## config.mk

```make
export PLATFORM = sky130hd
export DESIGN_NAME = multicycle_decoder
export DESIGN_NICKNAME = d
export VERILOG_FILES = /design/src/rtl/multicycle_decoder.sv
export SDC_FILE = /design/constraint.sdc
export NUM_CORES = 1
export LEC_CHECK = 0
export BUFFER_PORTS_ARGS = -buffer_cell sky130_fd_sc_hd__clkbuf_2
export CAP_MARGIN = 10
export CORE_AREA = 5 5 42 44
export DETAILED_ROUTE_END_ITERATION = 10
export DIE_AREA = 0 0 47 49
export PLACE_DENSITY = 0.77
export SYNTH_ARGS = -nofsm -noshare
export SYNTH_HDL_FRONTEND = slang
export SYNTH_SLANG_ARGS = --single-unit
```

## constraint.sdc

```tcl
create_clock -name clk -period 2.73 [get_ports clk]
set_input_delay 0 -clock clk [delete_from_list [all_inputs] [get_ports clk]]
set_output_delay 0 -clock clk [all_outputs]
set_load 0.05 [all_outputs]
```

## src/rtl/multicycle_decoder.sv

```systemverilog
// rtl/multicycle_decoder.sv - multicycle control FSM and ALU decoder for the ARM-subset CPU
module multicycle_decoder (
    input  logic       clk,
    input  logic       reset,
    input  logic [1:0] Op,
    input  logic [5:0] Funct,
    input  logic [3:0] Rd,
    output logic [1:0] FlagW,
    output logic       PCS,
    output logic       NextPC,
    output logic       RegW,
    output logic       MemW,
    output logic       IRWrite,
    output logic       AdrSrc,
    output logic [1:0] ResultSrc,
    output logic       ALUSrcA,
    output logic [1:0] ALUSrcB,
    output logic [1:0] ALUControl,
    output logic [1:0] ImmSrc,
    output logic [1:0] RegSrc
);

    typedef enum logic [3:0] {
        st_fetch,
        st_decode,
        st_memadr,
        st_memrd,
        st_memwb,
        st_memwr,
        st_execr,
        st_execi,
        st_aluwb,
        st_branch,
        st_unknown
    } state_t;

    state_t state;
    logic   aluop;
    logic   branch;
    logic   is_cmp;

    // Step the instruction through its phases; reset aborts to FETCH at once
    always_ff @(posedge clk or negedge reset) begin
        if (!reset) begin
            state <= st_fetch;
        end else begin
            case (state)
                st_fetch:  state <= st_decode;
                st_decode: begin
                    case (Op)
                        2'b00:   state <= Funct[5] ? st_execi : st_execr;
                        2'b01:   state <= st_memadr;
                        2'b10:   state <= st_branch;
                        default: state <= st_unknown;
                    endcase
                end
                st_memadr: state <= Funct[0] ? st_memrd : st_memwr;
                st_memrd:  state <= st_memwb;
                st_execr,
                st_execi:  state <= st_aluwb;
                default:   state <= st_fetch;
            endcase
        end
    end

    assign is_cmp = (Funct[4:1] == 4'b1010);

    // Per-state datapath selects and write requests; unlisted outputs stay 0
    always_comb begin
        IRWrite   = 1'b0;
        NextPC    = 1'b0;
        AdrSrc    = 1'b0;
        ALUSrcA   = 1'b0;
        ALUSrcB   = 2'b00;
        ResultSrc = 2'b00;
        RegW      = 1'b0;
        MemW      = 1'b0;
        aluop     = 1'b0;
        branch    = 1'b0;
        case (state)
            st_fetch: begin
                IRWrite   = 1'b1;
                NextPC    = 1'b1;
                ALUSrcA   = 1'b1;
                ALUSrcB   = 2'b10;
                ResultSrc = 2'b10;
            end
            st_decode: begin
                ALUSrcA   = 1'b1;
                ALUSrcB   = 2'b10;
                ResultSrc = 2'b10;
            end
            st_memadr: ALUSrcB = 2'b01;
            st_memrd:  AdrSrc  = 1'b1;
            st_memwb: begin
                ResultSrc = 2'b01;
                RegW      = 1'b1;
            end
            st_memwr: begin
                AdrSrc = 1'b1;
                MemW   = 1'b1;
            end
            st_execr: aluop = 1'b1;
            st_execi: begin
                ALUSrcB = 2'b01;
                aluop   = 1'b1;
            end
            // CMP only sets flags, so its writeback phase requests nothing
            st_aluwb: RegW = !is_cmp;
            st_branch: begin
                ALUSrcB   = 2'b01;
                ResultSrc = 2'b10;
                branch    = 1'b1;
            end
            default: ;
        endcase
    end

    // ALU operation and flag-write requests, only live during execute
    always_comb begin
        ALUControl = 2'b00;
        FlagW      = 2'b00;
        if (aluop) begin
            case (Funct[4:1])
                4'b0100: ALUControl = 2'b00;
                4'b0010: ALUControl = 2'b01;
                4'b0000: ALUControl = 2'b10;
                4'b1100: ALUControl = 2'b11;
                4'b1010: ALUControl = 2'b01;
                default: ALUControl = 2'b00;
            endcase
            // C,V only make sense for the arithmetic operations
            FlagW[1] = Funct[0];
            FlagW[0] = Funct[0] & ~ALUControl[1];
        end
    end

    assign PCS    = branch | (RegW & (Rd == 4'b1111));
    assign ImmSrc = Op;
    assign RegSrc = {(Op == 2'b01), (Op == 2'b10)};

endmodule

```

# [Yosys cells after proc, flatten, opt, wreduce, memory -nomap -nowiden]
# Cells that the tools add are included.
# W data, S select, Z words.
[totals] register_bits=4 input_bits=14 output_inout_bits=19 elab_cells=47
[classes] eq_ne=15 muxes=17 n_bitwise=4 n_reduce_logical=10
[op_table] operator="$eq A4 B4 Y1 const B" count=5
[op_table] operator="$pmux W4 S5" count=1
[op_table] operator="$eq A4 B3 Y1 const B" count=4
[op_table] operator="$eq A4 B2 Y1 const B" count=3
[op_table] operator="$pmux W4 S3" count=1
[op_table] operator="$logic_not A4 Y1" count=2
[op_table] operator="$pmux W2 S2" count=2
[op_table] operator="$reduce_or A2 Y1" count=4
[op_table] operator="$mux W1" count=7
[op_table] operator="$mux W2" count=3
[op_table] operator="$pmux W2 S3" count=1
[op_table] operator="$reduce_or A3 Y1" count=2
[op_table] operator="$eq A4 B1 Y1 const B" count=1
[op_table] operator="$mux W3" count=1
[op_table] operator="$and A1 B1 Y1" count=2
[op_table] operator="$eq A2 B1 Y1 const B" count=1
[op_table] operator="$eq A2 B2 Y1 const B" count=1
[op_table] operator="$logic_not A2 Y1" count=1
[op_table] operator="$pmux W1 S2" count=1
[op_table] operator="$logic_not A1 Y1" count=1
[op_table] operator="$not A1 Y1" count=1
[op_table] operator="$or A1 B1 Y1" count=1

# [Logic depth before layout (Yosys ltp)]
[depth] ltp_word=7 mapped_depth=4

# [Worst setup path before layout]
# OpenSTA, ideal clock, no wires.
[synth_path] path_kind="register to output" from="register state[2]" to="output NextPC" arrival_ns=2.240 required_time_ns=2.730 path_slack_ns=0.490 stages_incl_launch_ff=5 path_buffers=2 path_cell_list="dfrtp_1 buf_6 or2_1 nor3_1 buf_4"
[synth_via] elab_chain_cells=2
[synth_lines] element="start, declared" line_no="37" source="state_t state;"
[synth_lines] element="start signal, assigned" line_no="45" source="state <= st_fetch;"
[synth_lines] element="start signal, assigned" line_no="48" source="st_fetch: state <= st_decode;"
[synth_lines] element="start signal, assigned" line_no="51" source="2'b00: state <= Funct[5] ? st_execi : st_execr;"
[synth_lines] element="$logic_not A4 Y1"
[synth_lines] element="$mux W1"
[synth_lines] element="end, declared" line_no="10" source="output logic NextPC,"
# No other way between the ends.

# [Final worst setup path]
[layout_path] from="register state[1]" to="output FlagW[0]"
[layout_via] elab_chain_cells=4
[layout_lines] element="$eq A4 B3 Y1" line_no="80" source="case (state)"
[layout_lines] element="$reduce_or A2 Y1 (no line) (*)"
[layout_lines] element="$mux W1 (*)" line_no="80"
[layout_lines] element="$mux W2 (*)" line_no="123" source="if (aluop) begin"
[layout_lines] element="end, declared" line_no="8" source="output logic [1:0] FlagW,"
# Mark *: on every way between the ends. The rest lies on a longest branch, timed or not.

==> results.ini <==
[status]
status = completed

[placement]
dp_hpwl_microns = 935
place_area_sq_um = 599
dp_slack_ns = 1.27
place.gp.congestion = 0.751
io_buffers = 32
post-place-cells = 101

[global_route]
globalRoute.totalOverflow = 0
use_met2 = 0.158
use_met1 = 0.143
grt_first_pass_wirelength_microns = 1880
grt_antenna_before_repair = 0
busiest_layer = met2
use_met3 = 0.0554
first_global_vias = 444
grt_start_max_net_pins = 20
grt_usage = 0.110

[finish]
final_common_cell = clkbuf_2
mostFrequentLayoutCells = clkbuf_2, nor2_1, nor3_1, nand2_1
fillers = 152
antennaDiodeCount = 0
biggestRegsByFlops = state x4
syn_to_final_growth_pct = 29.5
regMostFlops = state
stdcell_count = 105
drive_gt1_frac = 0.461
largest_reg_flops = 4
nets = 105
design_area_sq_um = 632
post-route-util = 0.451

[yosys]
yosysUniqueCellTypes = 32
syn-num-nets = 76
yosys_warnings = 0
ys_top_cells_by_area = dfrtp_1, buf_4, nor3_1
synthCells = 62
yosysTopAreaCell = dfrtp_1
synth_top_area_frac = 0.205
ys_ff_latch = 4
syn_area_per_cell_sq_um = 7.87
yosysSeqAreaShare = 0.205
synth_area_sq_um = 488

[floorplanning]
die_height_microns = 49
ios = 33
fp.dieW_microns = 47
rows = 14
coreArea_sq_mm = 0.00140
die-area_sq_mm = 0.00230
start_util = 0.348

[sta]
timing.final.crit_period_ns = 1.70
worst_pin_slew_ns = 0.575
final_min_period_over_clock_period = 0.623
slew_headroom = 0.616
setup_viol = 0
rsz0062_at_grt = false
hold_ws_ns = 0.0745
slew_violations = 0
tns_ns = 0
setup_ws_ns = 1.03
finalClockSkew_ns = 0.00257
hold_viol_final = 0
max_freq_ghz = 0.588

[clock_network]
clock_path_buffers = 2
clockRootBuffer = clkbuf_4
htreeDepth = 1
cts_tree = done
clock-sinks = 4
path_clk_slew_ns = 0.04
cts_buffers = 3
cts_resized = 0
insertion_delay_ns = 0.23

[min_path]
min_from = Funct[0]
hp-class = input pin to register
hold_path_depth = 3
holdPathEnd = state[2]$_DFF_PN0_

[setup_path]
max_stage_delay_ns = 0.70
cp.required_ns = 2.73
worst-path-max-fanout = 19
r2r.worst_path.cells = 3
end_kind = output port
r2r_slack_ns = 1.55
arrival_ns = 1.70
worst_path_max_delay_cell = dfrtp_1
worstSetupPathType = register to output port
crit_path_start_kind = register
cp_cell_sequence = and3b_1 -> and2_4 -> and2_1 -> clkbuf_2
r2r_start = state[1]$_DFF_PN0_
timing.rr.end = state[3]$_DFF_PN0_

[routing]
vias = 505
ant_nets = 0
firstDrtPassIters = 4
drtIter0Drc = 12
wire_per_inst_microns = 10.7
drc = 0
wl_microns = 1130
vias_per_cell = 4.81

[run]
maxCapViolCount = 0

[power_and_ir_drop]
ir_worst_vdd_uv = 673
power_density_mw_per_mm2 = 1340
leakage_nw = 0.310
p_total_uw = 849

[area by class of cell]
type	count	area (sq um)	share of cell area
clock buffer	3	22.5	0.0356
inverter	1	3.75	0.00594
multi-input combinational	48	315	0.499
sequential	4	100	0.158
tap	16	20.0	0.0317
timing repair buffer	33	170	0.269
[Yosys cell counts, drive strengths merged]
master	instances
a221oi	1
or3	1
and2	3
nand2b	2
mux2i	1
nor2b	4
a211oi	2
nor3b	1
nor2	6
nor3	5
nor4bb	1
and3b	1
nand2	5
nand4bb	1
a21oi	3
o21ai	4
o31ai	1
mux2	1
buf	9
or2	1
dfrtp	4
nand4	1
xor2	1
xnor2	1
inv	1
nand3b	1
[per-layer routing]
| metal | routed length [microns] | vias to the layer above |
|---|---|---|
| met5 | 0 | - |
| met4 | 0 | 0 |
| met3 | 117 | 0 |
| met2 | 546 | 19 |
| met1 | 464 | 220 |
| li1 | - | 266 |
[worst max path at each step]
stage                                  start       end  slack, ns  depth (start not counted)
after floorplan           state[2]$_DFF_PN0_    NextPC       0.49                          4
after global placement    state[1]$_DFF_PN0_  FlagW[0]       1.30                          4
after detailed placement  state[1]$_DFF_PN0_  FlagW[0]       1.27                          4
after CTS                 state[1]$_DFF_PN0_  FlagW[0]       1.02                          4
after global routing      state[0]$_DFF_PN0_       PCS       0.92                          4
final                     state[1]$_DFF_PN0_  FlagW[0]       1.03                          4
[critical path, delay by kind of cell (launching register included)]
kind | cells | cell delay [ns]
DFF | 1 | 0.70
and+or+nand+nor | 3 | 0.50
buffers and inverters | 1 | 0.27
[cell families (layout without fill, tap and decap cells)]
group / after synthesis / count (layout) / synth area share
AND/OR/NAND/NOR: 33 / 33 / 0.408
XOR/XNOR: 2 / 2 / 0.0359
multiplexers: 2 / 2 / 0.0436
buffers and inverters: 10 / 37 / 0.149
flip-flops: 4 / 4 / 0.205
AO/OA/AOI/OAI: 11 / 11 / 0.159
[power breakdown]
part           switching, mW  leakage [nW]  internal [mW]  total [mW]
combinational          0.451         0.244          0.162       0.613
sequential            0.0813        0.0514         0.0841       0.165
clock                 0.0215        0.0138         0.0490      0.0705
total                  0.554         0.310          0.295       0.849
[timing repair]
action                    4_1_cts  5_1_grt
setup buffers                   0        0
hold endpoints to repair        4        0
hold buffers                    1        0
Power figures use the tool's default switching activity.
